**src/rtl/mem_arbiter.sv**
```systemverilog
// Purpose : shares one physical-memory line port between the icache and the dcache, round-robin on contention.
// Latency : grant one cycle after a request is seen in IDLE; resp in the same cycle as pmem_resp; two recovery cycles before the next grant.
// Backpressure: requests are held by the caches until their resp; a losing port simply waits in IDLE for the next sample.
//
// Ports:
//   clk, reset               - clock, asynchronous active-high reset
//   i_read/i_address         - icache line read request (held until i_resp)
//   i_rdata/i_resp           - icache line data (qualified by i_resp) and completion pulse
//   d_read/d_write/d_address - dcache line request (held until d_resp); read+write counts as write
//   d_wdata                  - dcache write-back line
//   d_rdata/d_resp           - dcache line data (qualified by d_resp) and completion pulse
//   pmem_*                   - physical memory strobes, registered address/data, returned data and completion
//   arb_busy                 - high whenever a transaction is in flight or recovering
module mem_arbiter #(
   parameter int ADDR_WIDTH = 16,
   parameter int LINE_WIDTH = 128
) (
   input  logic                  clk,
   input  logic                  reset,
   input  logic                  i_read,
   input  logic [ADDR_WIDTH-1:0] i_address,
   output logic [LINE_WIDTH-1:0] i_rdata,
   output logic                  i_resp,
   input  logic                  d_read,
   input  logic                  d_write,
   input  logic [ADDR_WIDTH-1:0] d_address,
   input  logic [LINE_WIDTH-1:0] d_wdata,
   output logic [LINE_WIDTH-1:0] d_rdata,
   output logic                  d_resp,
   output logic                  pmem_read,
   output logic                  pmem_write,
   output logic [ADDR_WIDTH-1:0] pmem_address,
   output logic [LINE_WIDTH-1:0] pmem_wdata,
   input  logic [LINE_WIDTH-1:0] pmem_rdata,
   input  logic                  pmem_resp,
   output logic                  arb_busy
);

   typedef enum logic [1:0] {IDLE, SERVE_I, SERVE_D, DONE} state_t;

   state_t                  state_q, state_d;
   logic [ADDR_WIDTH-1:0]   addr_q, addr_d;
   logic [LINE_WIDTH-1:0]   wdata_q, wdata_d;
   // The strobe flops carry the transaction opcode: exactly one is set for the whole SERVE phase.
   logic                    rd_q, rd_d;
   logic                    wr_q, wr_d;
   logic                    busy_q, busy_d;
   // 1 = dcache won the most recent contested arbitration.
   logic                    last_d_q, last_d_d;

   logic                    i_req, d_req, grant_i, grant_d;

   assign i_req = i_read;
   assign d_req = d_read | d_write;

   always_comb begin
      state_d  = state_q;
      addr_d   = addr_q;
      wdata_d  = wdata_q;
      rd_d     = rd_q;
      wr_d     = wr_q;
      busy_d   = busy_q;
      last_d_d = last_d_q;
      grant_i  = 1'b0;
      grant_d  = 1'b0;

      case (state_q)
         IDLE: begin
            if (i_req && d_req) begin
               // Serve whoever lost last time; only contested grants move the pointer.
               grant_d  = ~last_d_q;
               grant_i  = last_d_q;
               last_d_d = ~last_d_q;
            end else begin
               grant_i = i_req;
               grant_d = d_req;
            end

            if (grant_i) begin
               state_d = SERVE_I;
               addr_d  = i_address;
               rd_d    = 1'b1;
               wr_d    = 1'b0;
               busy_d  = 1'b1;
            end else if (grant_d) begin
               state_d = SERVE_D;
               addr_d  = d_address;
               wdata_d = d_wdata;
               rd_d    = ~d_write;
               wr_d    = d_write;
               busy_d  = 1'b1;
            end
         end
         SERVE_I, SERVE_D: begin
            if (pmem_resp) begin
               state_d = DONE;
               rd_d    = 1'b0;
               wr_d    = 1'b0;
            end
         end
         DONE: begin
            // Recovery cycle so the finished requester can drop its request before the next sample.
            state_d = IDLE;
            busy_d  = 1'b0;
         end
         default: begin
            state_d = IDLE;
            rd_d    = 1'b0;
            wr_d    = 1'b0;
            busy_d  = 1'b0;
         end
      endcase
   end

   always_ff @(posedge clk or posedge reset) begin
      if (reset) begin
         state_q  <= IDLE;
         addr_q   <= '0;
         wdata_q  <= '0;
         rd_q     <= 1'b0;
         wr_q     <= 1'b0;
         busy_q   <= 1'b0;
         last_d_q <= 1'b0;
      end else begin
         state_q  <= state_d;
         addr_q   <= addr_d;
         wdata_q  <= wdata_d;
         rd_q     <= rd_d;
         wr_q     <= wr_d;
         busy_q   <= busy_d;
         last_d_q <= last_d_d;
      end
   end

   assign pmem_read    = rd_q;
   assign pmem_write   = wr_q;
   assign pmem_address = addr_q;
   assign pmem_wdata   = wdata_q;
   assign arb_busy     = busy_q;

   // Completion is forwarded combinationally; reset clears state_q at once, so no resp escapes.
   assign i_resp  = (state_q == SERVE_I) & pmem_resp;
   assign d_resp  = (state_q == SERVE_D) & pmem_resp;
   assign i_rdata = pmem_rdata;
   assign d_rdata = pmem_rdata;

endmodule

```
**config.mk**
```make
export PLATFORM = sky130hd
export DESIGN_NAME = mem_arbiter
export DESIGN_NICKNAME = d
export VERILOG_FILES = /design/src/rtl/mem_arbiter.sv
export SDC_FILE = /design/constraint.sdc
export NUM_CORES = 1
export LEC_CHECK = 0
export CORE_AREA = 2 2 269 271
export CTS_BUF_LIST = sky130_fd_sc_hd__clkbuf_8 sky130_fd_sc_hd__clkbuf_16
export DETAILED_ROUTE_END_ITERATION = 8
export DIE_AREA = 0 0 271 273
export PLACE_DENSITY = 0.47
export REMOVE_ABC_BUFFERS = 1
export SLEW_MARGIN = 20
export SYNTH_ARGS = -nofsm -noshare
export SYNTH_HDL_FRONTEND = slang
export SYNTH_SLANG_ARGS = --single-unit
```
**constraint.sdc**
```tcl
create_clock -name clk -period 4.63 [get_ports clk]
set_input_delay 0.6945 -clock clk [delete_from_list [all_inputs] [get_ports clk]]
set_output_delay 0.6945 -clock clk [all_outputs]
set_load 0.02 [all_outputs]
```
=== Word-level counts from Yosys, hierarchy flattened ===
Cells that the tools add are included.

* Bits in registers: 150
* Bits in latches: 0
* Bits in writable memories: 0
* ROM bits: 0
* Bits of input ports: 294
* Output and inout port bits: 405
* Memories kept: 0

* Add/subtract/negate cells: 0
* Multipliers: 0
* Divide/modulo/power cells: 0
* Magnitude comparators: 0
* Equal/unequal tests: 5
* Shift-type cells: 0
* Muxes and demuxes: 20
* Bitwise gates (word level): 6
* Reductions and logical operators: 12

{| class="wikitable"
|+ Operator list
! cell !! count
|-
| two-way mux 16 bit || 2
|-
| two-way mux 1 bit || 11
|-
| AND reduction 2 bit || 4
|-
| two-way mux 2 bit || 3
|-
| case mux 1 bit (2 select lines) || 3
|-
| case mux 2 bit (3 select lines) || 1
|-
| AND reduction 3 bit || 2
|-
| nonzero test 2 bit || 3
|-
| == test 2 bit (second input constant) || 2
|-
| != test 3 bit (second input constant) || 1
|-
| inverter 1 bit || 3
|-
| bitwise AND 1 bit || 2
|-
| == test 2 x 1 -> 1 bit (second input constant) || 1
|-
| logical NOT 2 bit || 1
|-
| != test 2 bit (second input constant) || 1
|-
| OR reduction 2 bit || 1
|-
| logical AND 1 bit || 1
|-
| OR 1 bit || 1
|}

=== Longest topological paths before layout ===
* Depth in word-level cells: 7
* Gate-level depth with buffers: 8
* Mapped depth without buffers: 5

=== Least setup slack after synthesis ===
OpenSTA, ideal clock, no wires.

* Path type: register -> register
* From: register state_q[0]
* To: register wdata_q[26] (netlist: pmem_wdata[26])
* Arrival time: 1670 ps
* Required time: 4505 ps
* Setup slack: 2835 ps
* Cell stages (with the launch flop): 9
* Clock period less this slack: 1795 ps
* Path through: dfrtp_1 inv_1 ha_1 buf_2 o21ai_2 a21oi_2 buf_4 buf_8 mux2_2

* Word-level cells in the longest chain between the ends: 2

{| class="wikitable"
|+ Ends and longest elaborated chain
! what !! line !! source
|-
| start: declaration || 41 || <nowiki>state_t state_q, state_d;</nowiki>
|-
| start signal: assignment || 125 || <nowiki>state_q <= state_d;</nowiki>
|-
| logical NOT 2 bit || 67 || <nowiki>case (state_q)</nowiki>
|-
| AND reduction 3 bit (no line) || -- ||
|-
| end signal: assignment || 127 || <nowiki>wdata_q <= wdata_d;</nowiki>
|-
| end: declaration || 43 || <nowiki>logic [LINE_WIDTH-1:0] wdata_q, wdata_d;</nowiki>
|}

Every way passes these cells.
A chain may end at the register's enable or synchronous reset.

=== Worst setup path in the final report ===
* From: input pmem_resp
* To: output d_resp

* Word-level cells in the longest chain between the ends: 1

{| class="wikitable"
|+ Ends and longest elaborated chain
! what !! line !! source
|-
| start: declaration || 35 || <nowiki>input logic pmem_resp,</nowiki>
|-
| bitwise AND 1 bit || 143 || <nowiki>assign d_resp = (state_q == SERVE_D) & pmem_resp;</nowiki>
|-
| end: declaration || 29 || <nowiki>output logic d_resp,</nowiki>
|}

Every way passes these cells.

==> impl_metrics.xml <==
<?xml version="1.0" encoding="UTF-8"?>
<metrics>
  <group name="run_status">
    <metric name="run_status" unit="">complete, no violations</metric>
  </group>
  <group name="yosys">
    <metric name="ffs_latches_synth" unit="">150</metric>
    <metric name="ys_warn_count" unit="">0</metric>
    <metric name="syn-mean-instance-area" unit="um2">12.1</metric>
    <metric name="ys_seq_area_share" unit="%">47.3</metric>
    <metric name="synth.top_cell.area_share" unit="%">47.3</metric>
    <metric name="netlist_area" unit="um2">7940</metric>
    <metric name="synthesis.instances" unit="">659</metric>
    <metric name="synth.lib_cells_used.distinct" unit="">32</metric>
    <metric name="synth.largest_area_cell" unit="">dfrtp_1</metric>
    <metric name="synth_top_cells_by_area" unit="">dfrtp_1, buf_4, mux2_2</metric>
  </group>
  <group name="floorplan">
    <metric name="fp.dieArea" unit="um2">74000</metric>
    <metric name="placement_rows" unit="">98</metric>
    <metric name="core_region_area" unit="um2">71000</metric>
    <metric name="initial_utilization" unit="%">11.2</metric>
    <metric name="ioPinCount" unit="">699</metric>
    <metric name="die_h" unit="um">273</metric>
    <metric name="die_w" unit="um">271</metric>
  </group>
  <group name="routing">
    <metric name="m1WireLength" unit="um">18900</metric>
    <metric name="routedWlPerCell" unit="um">45.8</metric>
    <metric name="wire_length_on_met3" unit="um">20300</metric>
    <metric name="postRouteWirelength" unit="um">77200</metric>
    <metric name="drt_first_iter_violations" unit="">427</metric>
    <metric name="drc" unit="">0</metric>
    <metric name="num_vias" unit="">5782</metric>
    <metric name="first_pass_iters" unit="">6</metric>
    <metric name="via_density_per_instance" unit="">3.43</metric>
    <metric name="top_signal_layer_used" unit="">met5</metric>
    <metric name="wl_met2" unit="um">34400</metric>
    <metric name="drtAntennaViolNets" unit="">0</metric>
  </group>
  <group name="pwr">
    <metric name="power.static_leakage" unit="nW">4.01</metric>
    <metric name="p_per_cell_area" unit="nW/um2">741</metric>
    <metric name="max-vdd-ir-drop" unit="mV">0.309</metric>
    <metric name="overall_power_after_layout" unit="W">0.00801</metric>
  </group>
  <group name="timing">
    <metric name="max_clock_freq" unit="MHz">379</metric>
    <metric name="setup_viol_count_final" unit="">0</metric>
    <metric name="timing_max_transition_violations_final" unit="">0</metric>
    <metric name="max_slew.worst_pin.slew" unit="ps">920</metric>
    <metric name="relSlewSlack" unit="%">38.7</metric>
    <metric name="setup-tns-final" unit="ps">0</metric>
    <metric name="fin_ws" unit="ps">1990</metric>
    <metric name="finClkSkew" unit="ps">13.2</metric>
    <metric name="setup_repair_after_global_routing_missed_its_margin" unit="">false</metric>
    <metric name="timing_hold_violations_final" unit="">0</metric>
    <metric name="finalCritPeriodShare" unit="%">57.0</metric>
    <metric name="fin_crit" unit="ps">2640</metric>
  </group>
  <group name="worst_hold_path">
    <metric name="hold_path_class" unit="">reg2reg</metric>
  </group>
  <group name="clocking">
    <metric name="cts_htree_levels" unit="">4</metric>
    <metric name="post_cts_resized" unit="">0</metric>
    <metric name="cts-root-to-sink-buffers" unit="">2</metric>
    <metric name="cts_inserted_buffers" unit="">17</metric>
    <metric name="number_of_buffers_added_to_fix_hold_violations_after_cts" unit="">0</metric>
    <metric name="worst_skew_pair_later_pin_latency" unit="ps">480</metric>
    <metric name="cts.clk_slew.worst_paths" unit="ps">70</metric>
    <metric name="tritoncts" unit="">yes</metric>
    <metric name="clock_tree.root_cell" unit="">clkbuf_16</metric>
    <metric name="tritoncts_num_sinks" unit="">150</metric>
    <metric name="cts_setup_buffers" unit="">0</metric>
  </group>
  <group name="setup_path">
    <metric name="worstSetupEndpointType" unit="">output pin</metric>
    <metric name="critical_path_required" unit="ps">3940</metric>
    <metric name="timing.setup.critical_path_class" unit="">in2out</metric>
    <metric name="endpoint_arrival_time_on_the_critical_path" unit="ps">1950</metric>
    <metric name="cp_max_fo" unit="">3</metric>
    <metric name="start_kind" unit="">primary input</metric>
  </group>
  <group name="final_layout">
    <metric name="net_count_final" unit="">1016</metric>
    <metric name="fillCellCount" unit="">7857</metric>
    <metric name="layout.cells.most_common" unit="">clkdlybuf4s50_1</metric>
    <metric name="mostFrequentLayoutCells" unit="">clkdlybuf4s50_1, dfrtp_1, mux2_2</metric>
    <metric name="layout-drive-gt1-share" unit="%">23.6</metric>
    <metric name="area_delta_synth_final" unit="%">36.1</metric>
    <metric name="stdcell_area" unit="um2">10800</metric>
  </group>
  <group name="global_route">
    <metric name="grt_overflow_total" unit="">0</metric>
    <metric name="grt_pass1_vias" unit="">5609</metric>
    <metric name="pin_count_of_the_biggest_net_entering_global_routing" unit="">103</metric>
    <metric name="antenna_found_initial" unit="">6</metric>
    <metric name="grt_pass1_wl" unit="um">91100</metric>
    <metric name="global_router_s_overall_resource_usage" unit="%">20.5</metric>
  </group>
  <group name="placed_design">
    <metric name="weighted_congestion_reported_at_the_end_of_routability_driven_placement" unit="">0.920</metric>
    <metric name="place_hpwl" unit="um">67700</metric>
    <metric name="detailed_place.area" unit="um2">10200</metric>
    <metric name="preCtsSetupSlack" unit="ps">1750</metric>
    <metric name="io_buffer_count" unit="">314</metric>
  </group>
  <group name="job">
    <metric name="maxCapViolations" unit="">0</metric>
  </group>
</metrics>
area by class of cell:
cell class                 instances  area [um2]  area share, %
sequential                       150        3750           34.7
timing repair buffer             318        3200           29.6
multi-input combinational        225        2050           19.0
tap                              950        1190           11.0
clock buffer                      18         439           4.06
clock inverter                    14         141           1.31
inverter                           5        23.8          0.220
antenna                            4        10.0         0.0926
cells in the mapped netlist:
cell type	n
dfrtp_1	150
o21ai_0	17
nor2b_1	1
clkbuf_1	3
nor3_1	2
mux2i_1	2
buf_2	6
o21ba_2	1
nor2_1	18
o31a_1	1
buf_6	11
o31ai_4	1
and2_1	2
nand3_1	1
inv_1	5
a211o_1	1
or2_2	1
mux2_2	129
o21bai_2	1
a31oi_1	18
buf_8	2
buf_4	257
ha_1	5
a21oi_1	16
o21ai_2	1
a21oi_2	1
o2bb2ai_1	1
xnor2_1	1
a21boi_0	1
nor3b_1	1
a22oi_1	1
a22o_1	1
kinds of logic after synthesis:
logic type,after synthesis,share of synthesized area (%)
adders and majority gates,5,0.788
buffers and inverters,284,27.0
DFF,150,47.3
and+or+nand+nor,26,1.45
AOI/OAI and AO/OA,62,4.88
xor gates and xnor gates,1,0.110
muxes,131,18.5
per-layer routing:
| metal | vias up | GRT usage, % |
|---|---|---|
| met2 | 826 | 32.7 |
| met3 | 94 | 26.4 |
| met4 | 26 | 4.83 |
| met5 | - | 12.1 |
| li1 | 2079 | - |
| met1 | 2757 | 13.7 |
report_power, final:
group / leakage [nW] / total (W) / internal, W / switching, W
combinational: 1.97 / 0.00417 / 0.00197 / 0.00220
clock: 0.283 / 0.00146 / 0.000770 / 0.000686
sequential: 1.76 / 0.00238 / 0.00199 / 0.000387
critical path, stage by stage:
cell             delay, ps
clkdlybuf4s50_1        490
and2_1                 130
clkdlybuf4s50_1        620
flip-flops by register name, indices dropped and copies added (netlist names):
signal        count
arb_busy          1
last_d_q          1
pmem_address     16
pmem_read         1
pmem_wdata      128
pmem_write        1
state_q           2
stage by stage:
stage / std cells / utilization [%] / hold slack (ps)
floorplan: 380 / - / 504
global placement: 1648 / 14.4 / 488
detailed placement: 1648 / 14.4 / 495
CTS: 1680 / 15.2 / 510
global route: 1681 / 15.2 / 521
finish: 1684 / 15.2 / 506
worst paths after layout:
kind,end,slack (ps),from,cells past startpoint
max,d_resp,1990,pmem_resp,3
min,pmem_wdata[106]$_DFFE_PP0P_,510,pmem_wdata[106]$_DFFE_PP0P_,1
max reg2reg,pmem_wdata[111]$_DFFE_PP0P_,2210,state_q[0]$_DFFE_PP0P_,6
min reg2reg,pmem_wdata[106]$_DFFE_PP0P_,510,pmem_wdata[106]$_DFFE_PP0P_,1
max in group asynchronous,pmem_wdata[98]$_DFFE_PP0P_,2940,reset,3
min in group asynchronous,pmem_wdata[102]$_DFFE_PP0P_,780,reset,2
No activity file was read; power rests on OpenSTA's default activity.
